**src/rtl/uart_pkg.sv**
```systemverilog
// Shared types and constants for the UART transmit path.
package uart_pkg;

    typedef enum logic [2:0] {
        IDLE,
        SYNC,
        START,
        DATA,
        PARITY,
        STOP
    } uart_tx_state_t;

    localparam logic LINE_IDLE  = 1'b1;
    localparam logic LINE_START = 1'b0;

    // Selects the low `bits` bits of a byte so parity ignores unused data bits.
    function automatic logic [7:0] data_mask(input int bits);
        return 8'hFF >> (8 - bits);
    endfunction

endpackage

```
**src/rtl/uart_tx.sv**
```systemverilog
// UART transmit serializer: frames one byte as start, data (LSB first),
// optional parity and stop bits, advancing one bit per generator tick.
module uart_tx
    import uart_pkg::*;
#(
    parameter int DATA_BITS  = 8,
    parameter int STOP_BITS  = 1,
    parameter int PARITY_EN  = 0,
    parameter int PARITY_ODD = 0
) (
    input  logic       clk,
    input  logic       rst_n,
    input  logic [7:0] tx_data,
    input  logic       tx_valid,
    output logic       tx_ready,
    input  logic       bit_tick,
    output logic       clk_en,
    output logic       txd,
    output logic       busy,
    output logic       tx_done
);

    localparam logic [2:0] BIT_LAST   = 3'(DATA_BITS - 1);
    localparam logic       STOP_LAST  = 1'(STOP_BITS - 1);
    localparam logic       PAR_INVERT = 1'(PARITY_ODD);
    localparam bit         HAS_PARITY = (PARITY_EN != 0);

    uart_tx_state_t r_state;
    uart_tx_state_t w_state_next;
    logic [7:0]     r_shift;
    logic [7:0]     w_shift_next;
    logic [2:0]     r_bit_cnt;
    logic [2:0]     w_bit_cnt_next;
    logic           r_stop_cnt;
    logic           w_stop_cnt_next;
    logic           r_parity;
    logic           w_parity_next;
    logic           r_txd;
    logic           w_txd_next;
    logic           r_clk_en;
    logic           r_busy;
    logic           r_tx_done;
    logic           w_tx_done_next;

    always_comb begin
        // NOTE: every signal gets a default first so no path through the case infers a latch.
        w_state_next    = r_state;
        w_shift_next    = r_shift;
        w_bit_cnt_next  = r_bit_cnt;
        w_stop_cnt_next = r_stop_cnt;
        w_parity_next   = r_parity;
        w_tx_done_next  = 1'b0;

        case (r_state)
            IDLE: begin
                if (tx_valid) begin
                    w_state_next  = SYNC;
                    w_shift_next  = tx_data;
                    w_parity_next = (^(tx_data & data_mask(DATA_BITS))) ^ PAR_INVERT;
                end
            end
            SYNC: begin
                if (bit_tick) w_state_next = START;
            end
            START: begin
                if (bit_tick) begin
                    w_state_next   = DATA;
                    w_bit_cnt_next = 3'd0;
                end
            end
            DATA: begin
                if (bit_tick) begin
                    w_shift_next = r_shift >> 1;
                    if (r_bit_cnt == BIT_LAST) begin
                        w_state_next    = HAS_PARITY ? PARITY : STOP;
                        w_stop_cnt_next = 1'b0;
                    end else begin
                        w_bit_cnt_next = r_bit_cnt + 3'd1;
                    end
                end
            end
            PARITY: begin
                if (bit_tick) begin
                    w_state_next    = STOP;
                    w_stop_cnt_next = 1'b0;
                end
            end
            STOP: begin
                if (bit_tick) begin
                    if (r_stop_cnt == STOP_LAST) begin
                        w_state_next   = IDLE;
                        w_tx_done_next = 1'b1;
                    end else begin
                        w_stop_cnt_next = r_stop_cnt + 1'b1;
                    end
                end
            end
            default: w_state_next = IDLE;
        endcase

        // Line level is decoded from where the FSM is going so txd changes with the state.
        case (w_state_next)
            START:   w_txd_next = LINE_START;
            DATA:    w_txd_next = w_shift_next[0];
            PARITY:  w_txd_next = w_parity_next;
            default: w_txd_next = LINE_IDLE;
        endcase
    end

    always_ff @(posedge clk or negedge rst_n) begin
        if (!rst_n) begin
            r_state    <= IDLE;
            r_shift    <= 8'h00;
            r_bit_cnt  <= 3'd0;
            r_stop_cnt <= 1'b0;
            r_parity   <= 1'b0;
            r_txd      <= LINE_IDLE;
            r_clk_en   <= 1'b0;
            r_busy     <= 1'b0;
            r_tx_done  <= 1'b0;
        end else begin
            // NOTE: non-blocking assignments keep every register updating from pre-edge values.
            r_state    <= w_state_next;
            r_shift    <= w_shift_next;
            r_bit_cnt  <= w_bit_cnt_next;
            r_stop_cnt <= w_stop_cnt_next;
            r_parity   <= w_parity_next;
            r_txd      <= w_txd_next;
            r_clk_en   <= (w_state_next != IDLE);
            r_busy     <= (w_state_next != IDLE);
            r_tx_done  <= w_tx_done_next;
        end
    end

    assign tx_ready = (r_state == IDLE);
    assign clk_en   = r_clk_en;
    assign txd      = r_txd;
    assign busy     = r_busy;
    assign tx_done  = r_tx_done;

endmodule

```
**config.mk**
```make
export PLATFORM = sky130hd
export DESIGN_NAME = uart_tx
export DESIGN_NICKNAME = d
export VERILOG_FILES = /design/src/rtl/uart_pkg.sv /design/src/rtl/uart_tx.sv
export SDC_FILE = /design/constraint.sdc
export NUM_CORES = 1
export LEC_CHECK = 0
export ABC_CLOCK_PERIOD_IN_PS = 1660
export CAP_MARGIN = 20
export CORE_MARGIN = 2
export CORE_UTILIZATION = 45
export DETAILED_ROUTE_END_ITERATION = 7
export GPL_TIMING_DRIVEN = 0
export PLACE_DENSITY = 0.73
export SLEW_MARGIN = 20
export SYNTH_ARGS = -nofsm -noshare
export SYNTH_HDL_FRONTEND = slang
export SYNTH_SLANG_ARGS = --single-unit
```
**constraint.sdc**
```tcl
create_clock -name clk -period 1.66 [get_ports clk]
set_clock_uncertainty 0.2 [all_clocks]
set_input_delay 0.166 -clock clk [delete_from_list [all_inputs] [get_ports clk]]
set_output_delay 0.166 -clock clk [all_outputs]
set_load 0.01 [all_outputs]
```
After elaboration in Yosys (flattened, before gate mapping)
Cells that the tools add are included.
- reduce and logical (&&, ||, !) cells: 9
- equality and inequality tests: 16
- mux-type cells: 28
- $add $sub $neg: 2
- operators with widths (operator ; count):
    3-bit 2-to-1 mux ; 11
    3-bit case mux with 6 select lines ; 1
    8-bit 2-to-1 mux ; 2
    8-bit case mux with 2 select lines ; 1
    2-bit != test, second input constant ; 7
    3-bit by 2-bit equality test with 1-bit output, second input constant ; 4
    3-bit equality test, second input constant ; 4
    1-bit 2-to-1 mux ; 10
    8-bit parity ; 1
    1-bit case mux with 3 select lines ; 2
    3-bit case mux with 2 select lines ; 1
    3-bit nonzero test ; 2
    5-bit AND reduction ; 1
    4-bit AND reduction ; 1
    2-bit nonzero test ; 2
    3-bit by 1-bit adder with 3-bit output, second input constant ; 1
    3-bit by 1-bit equality test with 1-bit output, second input constant ; 1
    3-bit logical NOT ; 1
    3-bit AND reduction ; 1
    1-bit adder, second input constant ; 1
- output and inout port bits: 5
- word-level logic and storage cells: 64
- bits of input ports: 12
- flip-flop bits (word level): 19

Logic depth before layout (Yosys ltp)
- word-level depth: 6
- mapped depth: 6

Least setup slack after synthesis
No wires, ideal clock.
- path kind: flip-flop to flip-flop
- start: register r_bit_cnt[0]
- end: register r_busy, in the netlist busy
- arrival: 1.278 ns
- cell stages (with the launch flop): 6
- data required time: 1.329 ns
- slack: 0.050 ns
- path buffers: 0
- path through: dfrtp_1 > ha_1 > ha_1 > nand3_1 > o22ai_1 > or3_1
- longest elaborated chain between the ends: 5
- ends and longest elaborated chain (element ; RTL line ; RTL):
    start, declared ; uart_tx.sv:32 ; logic [2:0] r_bit_cnt;
    start signal, assigned ; uart_tx.sv:125 ; r_bit_cnt <= w_bit_cnt_next;
    3-bit equality test ; uart_tx.sv:74 ; if (r_bit_cnt == BIT_LAST) begin
    3-bit 2-to-1 mux ; uart_tx.sv:74 ;
    3-bit 2-to-1 mux ; uart_tx.sv:72 ; if (bit_tick) begin
    3-bit case mux with 6 select lines ; uart_tx.sv:54 ; case (r_state)
    named net w_state_next[2] ; uart_tx.sv:29 ; uart_tx_state_t w_state_next;
    3-bit nonzero test ; uart_tx.sv:130 ; r_busy <= (w_state_next != IDLE);
    end signal, assigned ; uart_tx.sv:130 ;
    end, declared ; uart_tx.sv:41 ; logic r_busy;
The timed path passes the listed nets, and every way through them passes these cells.
A chain may end at the register's enable or synchronous reset.

Worst setup path in the final report
Ends and elaborated chain as after synthesis.

==> reports/summary.txt <==
status: complete, but fails checks
failing checks: negative setup slack
Final Max Tran Viols: 0
reg2reg setup slack: -0.02 ns
Async S/R FF share, synth: 100%
Final setup violation count: 2
Hold Vio Cnt, Final: 0
largest net degree at the start of global routing: 19
DRT Pass-1 Iters: 4
Slew @ Worst Pin: 0.766 ns
top-area cell type share of the netlist area: 44.6%
critical path arrival: 1.65 ns
Yosys top cell by area: dfrtp_1
die area: 2510 sq um
top layer in use: met3
met1 wire length: 801 um
post-route setup slack: -0.0172 ns
Post-synth EDFFs: 0
final instance area: 1300 sq um
Final min period: 1.68 ns
# IOs: 17
clock share of power: 13.2%
RD Place Congestion: 0.747
Worst EP required: 1.63 ns
worst min path class: in -> async
Layout Cells excl Fill: 147
CTS buffer count: 3
Reg area: 452 sq um
power density cells: 1300 nW/um^2
post-layout util: 65.5%
fraction of layout cells with a size suffix above 1: 29.2%
CP Cell Sequence: ha_2 > ha_4 > nand4_1 > o211a_1 > or3_1
peak supply drop: 0.000915 V
Synth Instances: 91
Synth Register Bits: 18
reg-to-reg critical path startpoint: r_bit_cnt[0]
reg2reg path depth: 5
Switch Pwr: 0.608 mW
Slew HR: 48.8%
Area growth syn-to-layout: 36.0%
Crit Path Category: reg -> reg
Post-Syn Nets: 105
met3 routed WL: 46 um
Crit-path slowest cell: dfrtp_1
FMAX: 0.596 GHz
Initial Utilization: 48.2%
prevailing post-synth register cell: dfrtp_1
CP Launch Type: register
sequential share of the synthesized area: 47.3%
P_int: 1.08 mW
most common cell in the netlist: nand2_1
Rows: 16
top post-synthesis cells by area: dfrtp_1 45%, nand2_1 7.5%, xnor2_1 6.4%, buf_6 5.9%, a22oi_1 5.5%
Synth Area per Inst: 10.5 sq um
Clock Sinks: 18
I/O Buffers: 16
sw frac: 36.1%
die height: 50.1 um
final HPWL from detailed placement: 1.27 mm
vias in the first global route: 645
DR iter-0 viols: 8
GRT Total Usage: 14.9%
Synth Cell Area: 955 sq um
CP Capture Type: register
area of the multi-input gates: 484 sq um
Final Net Count: 135
crit-path leading delay family: simple AND/OR/NAND/NOR gates
Routed met2 length: 999 um
synth warn: 0
first-pass GRT wire length: 2.86 mm
Worst path max stage delay: 0.38 ns
diodes inserted: 0
RSZ-0062 raised after global routing: true
Area after DPL: 1150 sq um
die width: 50.1 um
grt total ovfl: 0
placed cell count: 134
Synth top cells by count: 19 x nand2_1, 17 x dfrtp_1, 7 x a22oi_1, 7 x xnor2_1, 5 x buf_6
clk buf depth: 2
CP bufs+invs: 0
Reg power frac: 39.3%
core region area: 1980 sq um
synth unique cells: 30
Max-cap violations: 0
hold_buf cts: 0
CTS root buffer: clkbuf_4
highest net fanout along the worst path: 4
CTS tree: yes
Skew-Pair Late Insertion Delay: 0.28 ns
DR vias: 761
Post-route DRC: 0
via-per-instance ratio: 5.18
fillers: 138
Leakage: 0.584 nW
total power: 1.68 mW
Final period util: 101%
CTS clk-pin slew, worst paths: 0.11 ns
initial antenna violation count: 0
H-tree depth: 1
WL final: 1.85 mm
Comb power frac: 47.5%
post-route ant nets: 0
Routed wire per std cell: 12.6 um
r2r endpoint: busy
-- routing by layer --
metal	track usage, %	vias up
li1	-	373
met1	20.6	375
met2	23.2	13
met3	3.03	0
met4	5.09	0
met5	0	-
-- cell type report --
type	count	share of cell area [%]
Inverter	3	0.867
Timing Repair Buffer	25	17.5
Sequential cell	18	34.8
Multi-Input combinational cell	64	37.3
Clock buffer	4	2.02
Buffer	6	4.91
Tap cell	27	2.60
-- power by group through the flow --
stage	Clock, mW	Combinational, mW	Sequential, mW
after global placement	0	0.629	0.645
after CTS	0.227	0.682	0.650
after detailed placement	0	0.645	0.655
after floorplan	0	0.494	0.642
final	0.222	0.800	0.661
after global routing	0.264	0.885	0.674
-- worst max-delay path by stage --
| stage | endpoint | cells past startpoint | from |
|---|---|---|---|
| after floorplan | busy | 5 | r_bit_cnt[0] |
| after global placement | txd | 6 | bit_tick |
| after detailed placement | txd | 6 | bit_tick |
| after CTS | tx_ready | 3 | r_state[0] |
| after global routing | busy | 5 | r_bit_cnt[0] |
| final | busy | 5 | r_bit_cnt[0] |
-- placed cells by master, fill, tap and decap left out, drive strengths merged, types with 3 or more instances in the layout --
| cell type | Yosys | final |
|---|---|---|
| nand2b | 3 | 3 |
| o21ai | 4 | 4 |
| clkdlybuf4s50 | 0 | 13 |
| nand2 | 19 | 19 |
| inv | 3 | 3 |
| dfrtp | 17 | 17 |
| xnor2 | 7 | 7 |
| clkbuf | 0 | 5 |
| buf | 6 | 15 |
| a22oi | 7 | 7 |
-- state kept, by name, indices dropped and copies added, names as in the netlist --
signal and cells:
txd 1, r_shift 8, r_parity 1, busy 1
r_bit_cnt 3, tx_done 1, r_state 3
-- cell families after synthesis --
kind of cell,share of synthesized area [%]
AND/OR/NAND/NOR,19.7
AO/OA/AOI/OAI,16.1
flip-flops,47.3
adder cells (fa/ha/maj),2.62
XOR/XNOR,6.42
buffers and inverters,7.86
-- what timing repair did --
item                                    4_1_cts  5_1_grt
resized for setup                             7       12
pin swaps                                     2       10
endpoints found under the setup margin        4       13
buffers inserted                              2        7
-- stage by stage --
stage          setup TNS, ns  hold slack (ns)  worst slack, ns
2_1_floorplan              0           -0.330           0.0504
3_3_place_gp          -0.654            0.259           -0.177
3_5_place_dp          -0.862            0.263           -0.205
4_1_cts             -0.00783            0.164         -0.00582
5_1_grt               -0.245            0.177          -0.0949
6_report             -0.0188            0.119          -0.0172
-- worst register-to-register path, cell delays in order (launching register included) --
cell	delay, ns
dfrtp_1	0.38
ha_2	0.20
ha_4	0.14
nand4_1	0.11
o211a_1	0.20
or3_1	0.35
Note: power is estimated with default switching activity, not from simulation.
